===== src/rtl/mod_counter.sv =====
// Up/down modulo counter with a runtime-selectable terminal value, wrap or
// saturate behaviour at the terminal, a synchronous clamped load, a one-cycle
// terminal-step pulse and a sticky overflow flag.
module mod_counter #(
   parameter int unsigned CNT_WIDTH     = 6,
   parameter int unsigned DEFAULT_LIMIT = 39
) (
   input  logic                 clk,
   input  logic                 rst,
   input  logic [CNT_WIDTH-1:0] rst_val_i,
   input  logic                 en_i,
   input  logic                 dir_i,
   input  logic                 mode_i,
   input  logic                 limit_sel_i,
   input  logic [CNT_WIDTH-1:0] limit_i,
   input  logic                 load_i,
   input  logic [CNT_WIDTH-1:0] load_val_i,
   input  logic                 ovf_clr_i,
   output logic [CNT_WIDTH-1:0] cnt_o,
   output logic                 cnt_end_o,
   output logic                 wrap_o,
   output logic                 ovf_o
);

   localparam logic [CNT_WIDTH-1:0] DefLimit = CNT_WIDTH'(DEFAULT_LIMIT);
   localparam logic [CNT_WIDTH-1:0] One      = CNT_WIDTH'(1);

   logic [CNT_WIDTH-1:0] limit;
   logic [CNT_WIDTH-1:0] cnt_q, cnt_d;
   logic                 wrap_q, wrap_d;
   logic                 ovf_q, ovf_d;
   logic                 cnt_end;

   // Effective limit and terminal detect; controls act in the same cycle.
   // Up uses >= so a count above the limit (after reset) is also terminal.
   always_comb begin
      limit   = limit_sel_i ? limit_i : DefLimit;
      cnt_end = dir_i ? (cnt_q == '0) : (cnt_q >= limit);
   end

   // Next-state: load beats enable; clear acts alone, an overflow set wins.
   always_comb begin
      cnt_d  = cnt_q;
      wrap_d = 1'b0;
      ovf_d  = ovf_q;
      if (ovf_clr_i) begin
         ovf_d = 1'b0;
      end
      if (load_i) begin
         cnt_d = (load_val_i > limit) ? limit : load_val_i;
      end else if (en_i) begin
         wrap_d = cnt_end;
         if (cnt_end) begin
            ovf_d = 1'b1;
         end
         if (!dir_i) begin
            if (cnt_end) begin
               cnt_d = mode_i ? limit : '0;
            end else begin
               cnt_d = cnt_q + One;
            end
         end else begin
            if (cnt_end) begin
               cnt_d = mode_i ? '0 : limit;
            end else begin
               cnt_d = cnt_q - One;
            end
         end
      end
   end

   // State registers with synchronous reset; reset value is deliberately unclamped.
   always_ff @(posedge clk) begin
      if (rst) begin
         cnt_q  <= rst_val_i;
         wrap_q <= 1'b0;
         ovf_q  <= 1'b0;
      end else begin
         cnt_q  <= cnt_d;
         wrap_q <= wrap_d;
         ovf_q  <= ovf_d;
      end
   end

   assign cnt_o     = cnt_q;
   assign cnt_end_o = cnt_end;
   assign wrap_o    = wrap_q;
   assign ovf_o     = ovf_q;

endmodule


===== config.mk =====
export PLATFORM = sky130hd
export DESIGN_NAME = mod_counter
export DESIGN_NICKNAME = d
export VERILOG_FILES = /design/src/rtl/mod_counter.sv
export SDC_FILE = /design/constraint.sdc
export NUM_CORES = 1
export LEC_CHECK = 0
export ABC_CLOCK_PERIOD_IN_PS = 5200
export BUFFER_PORTS_ARGS = -buffer_cell sky130_fd_sc_hd__buf_2
export CORE_MARGIN = 3
export CORE_UTILIZATION = 30
export CTS_BUF_LIST = sky130_fd_sc_hd__clkbuf_8
export DETAILED_ROUTE_END_ITERATION = 16
export HOLD_SLACK_MARGIN = 0.06
export PLACE_DENSITY_LB_ADDON = 0.25
export SETUP_SLACK_MARGIN = 0.02
export SLEW_MARGIN = 20
export SYNTH_ARGS = -nofsm -noshare
export SYNTH_HDL_FRONTEND = slang
export SYNTH_SLANG_ARGS = --single-unit

===== constraint.sdc =====
create_clock -name clk -period 5.2 [get_ports clk]
set_input_delay 0.78 -clock clk [delete_from_list [all_inputs] [get_ports clk]]
set_output_delay 0.78 -clock clk [all_outputs]
set_load 0.01 [all_outputs]

==> impl_metrics.json <==
{
  "rows": 20,
  "avgSynthCellArea_um2": 8.483,
  "utilization": 0.4000,
  "cts_tree": "done",
  "synth_edf_count": 6,
  "die-area_um2": 4065,
  "crit_family": "simple AND/OR/NAND/NOR gates",
  "yosys-top-cells-area": "edfxtp_1 (18%), ha_1 (18%), nand2_1 (4.5%), dfxtp_1 (4.0%), mux2i_1 (4.0%)",
  "dr.pass1.iters": 4,
  "path_buf_inv": 3,
  "syn_nets": 158,
  "cts_root_buffer": "clkbuf_8",
  "p_leak_uw": 0.0005943,
  "cp.depth": 9,
  "min_period_over_period": 0.6448,
  "critPathCaptureType": "output pin",
  "crit_path_frequent_cell": "buf_2",
  "status": "finished, final reports clean",
  "rr_worst_depth": 7,
  "grt_usage": 0.1353,
  "max_slew_margin": 0.5465,
  "fp.dieW_um": 63.76,
  "yosysUniqueCellTypes": 36,
  "holdPathStages": 2,
  "skew_ns": 0.006821,
  "crit_path_top_delay_cell": "nand2b_1",
  "final_antenna_net_count": 0,
  "slew_viol_final": 0,
  "areaGrowthSynthToFinish_pct": 25.00,
  "fmax_mhz": 298.2,
  "gp_congestion": 0.8225,
  "synth_largest_type_area_fraction": 0.1800,
  "grt_max_degree": 13,
  "synthTopCellsByCount": "ha_1 (14), nand2_1 (12), inv_1 (9)",
  "busiest_layer": "met2",
  "cts-buffers-inserted": 3,
  "grt.overflow.total": 0,
  "period_minus_slack_ns": 3.353,
  "die_h_um": 63.76,
  "hold_path.class": "reg -> reg",
  "ys_warn_count": 0,
  "synth.most_common_cell": "ha_1",
  "grt_util_met3": 0.01757,
  "critPathLaunchType": "input pin",
  "async_flop_share": 0,
  "antenna_found_initial": 0,
  "first_global_vias": 1017,
  "met2_usage": 0.2308,
  "nets": 194,
  "drive_gt1_frac": 0.2680,
  "coreArea_um2": 3128,
  "worst_pin_slew_ns": 0.6803,
  "clockBufferDepth": 2,
  "hold_viol_final": 0,
  "clk_pin_slew_worst_paths_ns": 0.04,
  "finalSetupTns_ns": 0,
  "synthCells": 118,
  "cts_setup_buffers": 0,
  "vias": 1008,
  "use_met1": 0.1629,
  "syn_area_um2": 1001,
  "ir_drop_mv": 0.06403,
  "hpwl_mm": 2.178,
  "route.detailed.drc": 0,
  "portBuffers": 34,
  "holdWs_ns": 0.4669,
  "drt-total-wl_mm": 2.563,
  "via_per_inst": 5.117,
  "cp.required_ns": 4.42,
  "ios": 35,
  "max_cap_viol_count": 0,
  "clock_latency_ns": 0.23,
  "worstPathCellList": "buf_2 > nor2b_1 > ha_1 > a21oi_1 > o21ai_0 > a41oi_1 > nand2b_1 > inv_2 > buf_2",
  "wire_per_inst_um": 13.01,
  "drt-initial-drc-count": 23,
  "setup_violations": 0,
  "placed_area_um2": 1206,
  "clkSinkCount": 8,
  "cts_hold_buffers": 0,
  "rsz0062_at_grt": "false",
  "path_class": "in -> out",
  "yosysTopAreaCell": "edfxtp_1",
  "cts.htree.levels": 1,
  "worstPathMaxFanout": 10,
  "place_ws_ns": 1.839,
  "crit_arrival_ns": 2.57,
  "n_antenna_cell": 0,
  "start_util": 0.3200,
  "setup_ws_ns": 1.847,
  "synth_ff_type": "edfxtp_1",
  "ys_seq_elements": 8,
  "ys_seq_area_frac": 0.2200,
  "powerDensity_nw_per_um2": 218.4,
  "grt_pass1_wl_mm": 4.402,
  "slowest_delay_ns": 0.38,
  "cts_resized": 0,
  "final_area_um2": 1251
}
layout by cell type, fill, tap and decap left out, types with 4 or more instances in the layout:
master | Yosys | final
edfxtp_1 | 6 | 6
nor2b_1 | 4 | 4
a21oi_1 | 6 | 6
nand2_1 | 12 | 12
nand2b_1 | 6 | 6
nor2_1 | 8 | 8
mux2i_1 | 4 | 4
buf_2 | 1 | 34
ha_1 | 14 | 14
or3_1 | 5 | 5
inv_1 | 9 | 10
cell type report:
| cell class | instances | area (µm²) |
|---|---|---|
| Clock buffer | 3 | 41.29 |
| Sequential cell | 8 | 220.2 |
| Clock inverter | 1 | 3.754 |
| Multi-Input combinational cell | 97 | 723.2 |
| Tap cell | 44 | 55.05 |
| Fill cell | 343 | 1877 |
| Timing Repair Buffer | 34 | 170.2 |
| Inverter | 10 | 37.54 |
where the power goes:
group	switching (µW)	internal [µW]	total, µW
Sequential	12.1	78.5	90.6
Clock	24.5	51.1	75.6
Combinational	56.6	50.5	107
Total	93.2	180	273
kinds of logic (layout without fill, tap and decap cells):
logic type / after synthesis / in the layout / share of synthesized area
compound gates: 26 / 26 / 0.1925
xor+xnor: 5 / 5 / 0.04376
fa+ha+maj: 14 / 14 / 0.1750
buf+inv: 13 / 48 / 0.05748
flops: 8 / 8 / 0.2200
mux: 5 / 5 / 0.05125
simple gates: 47 / 47 / 0.2600
tightest hold or removal path, cell delays in order (launching register included):
cell and delay, ns:
dfxtp_1 0.30, inv_1 0.05, o32ai_1 0.07
per-layer routing:
| layer | vias to the layer above | routed length, µm |
|---|---|---|
| met4 | 0 | 61 |
| met3 | 5 | 130 |
| met2 | 31 | 1220 |
| met1 | 466 | 1151 |
| met5 | - | 0 |
| li1 | 506 | - |
final timing paths:
check | from | end | slack, ns
min reg2reg | ovf_o | ovf_o | 0.47
max reg2reg | cnt_o[4] | cnt_o[5] | 2.44
max | limit_sel_i | cnt_end_o | 1.85
min | ovf_o | ovf_o | 0.47
state kept, by name, summed over array words and instances, names as in the netlist:
| name | flops |
|---|---|
| cnt_o | 6 |
| ovf_o | 1 |
| wrap_o | 1 |
metrics by stage:
| step | std cells | power [µW] |
|---|---|---|
| 4_1_cts | 197 | 276.2 |
| 2_1_floorplan | 118 | 162.5 |
| 3_3_place_gp | 193 | 196.8 |
| 3_5_place_dp | 193 | 199.5 |
| 5_1_grt | 197 | 296.5 |
| 6_report | 197 | 273.2 |
Note: power is estimated with default switching activity, not from simulation.
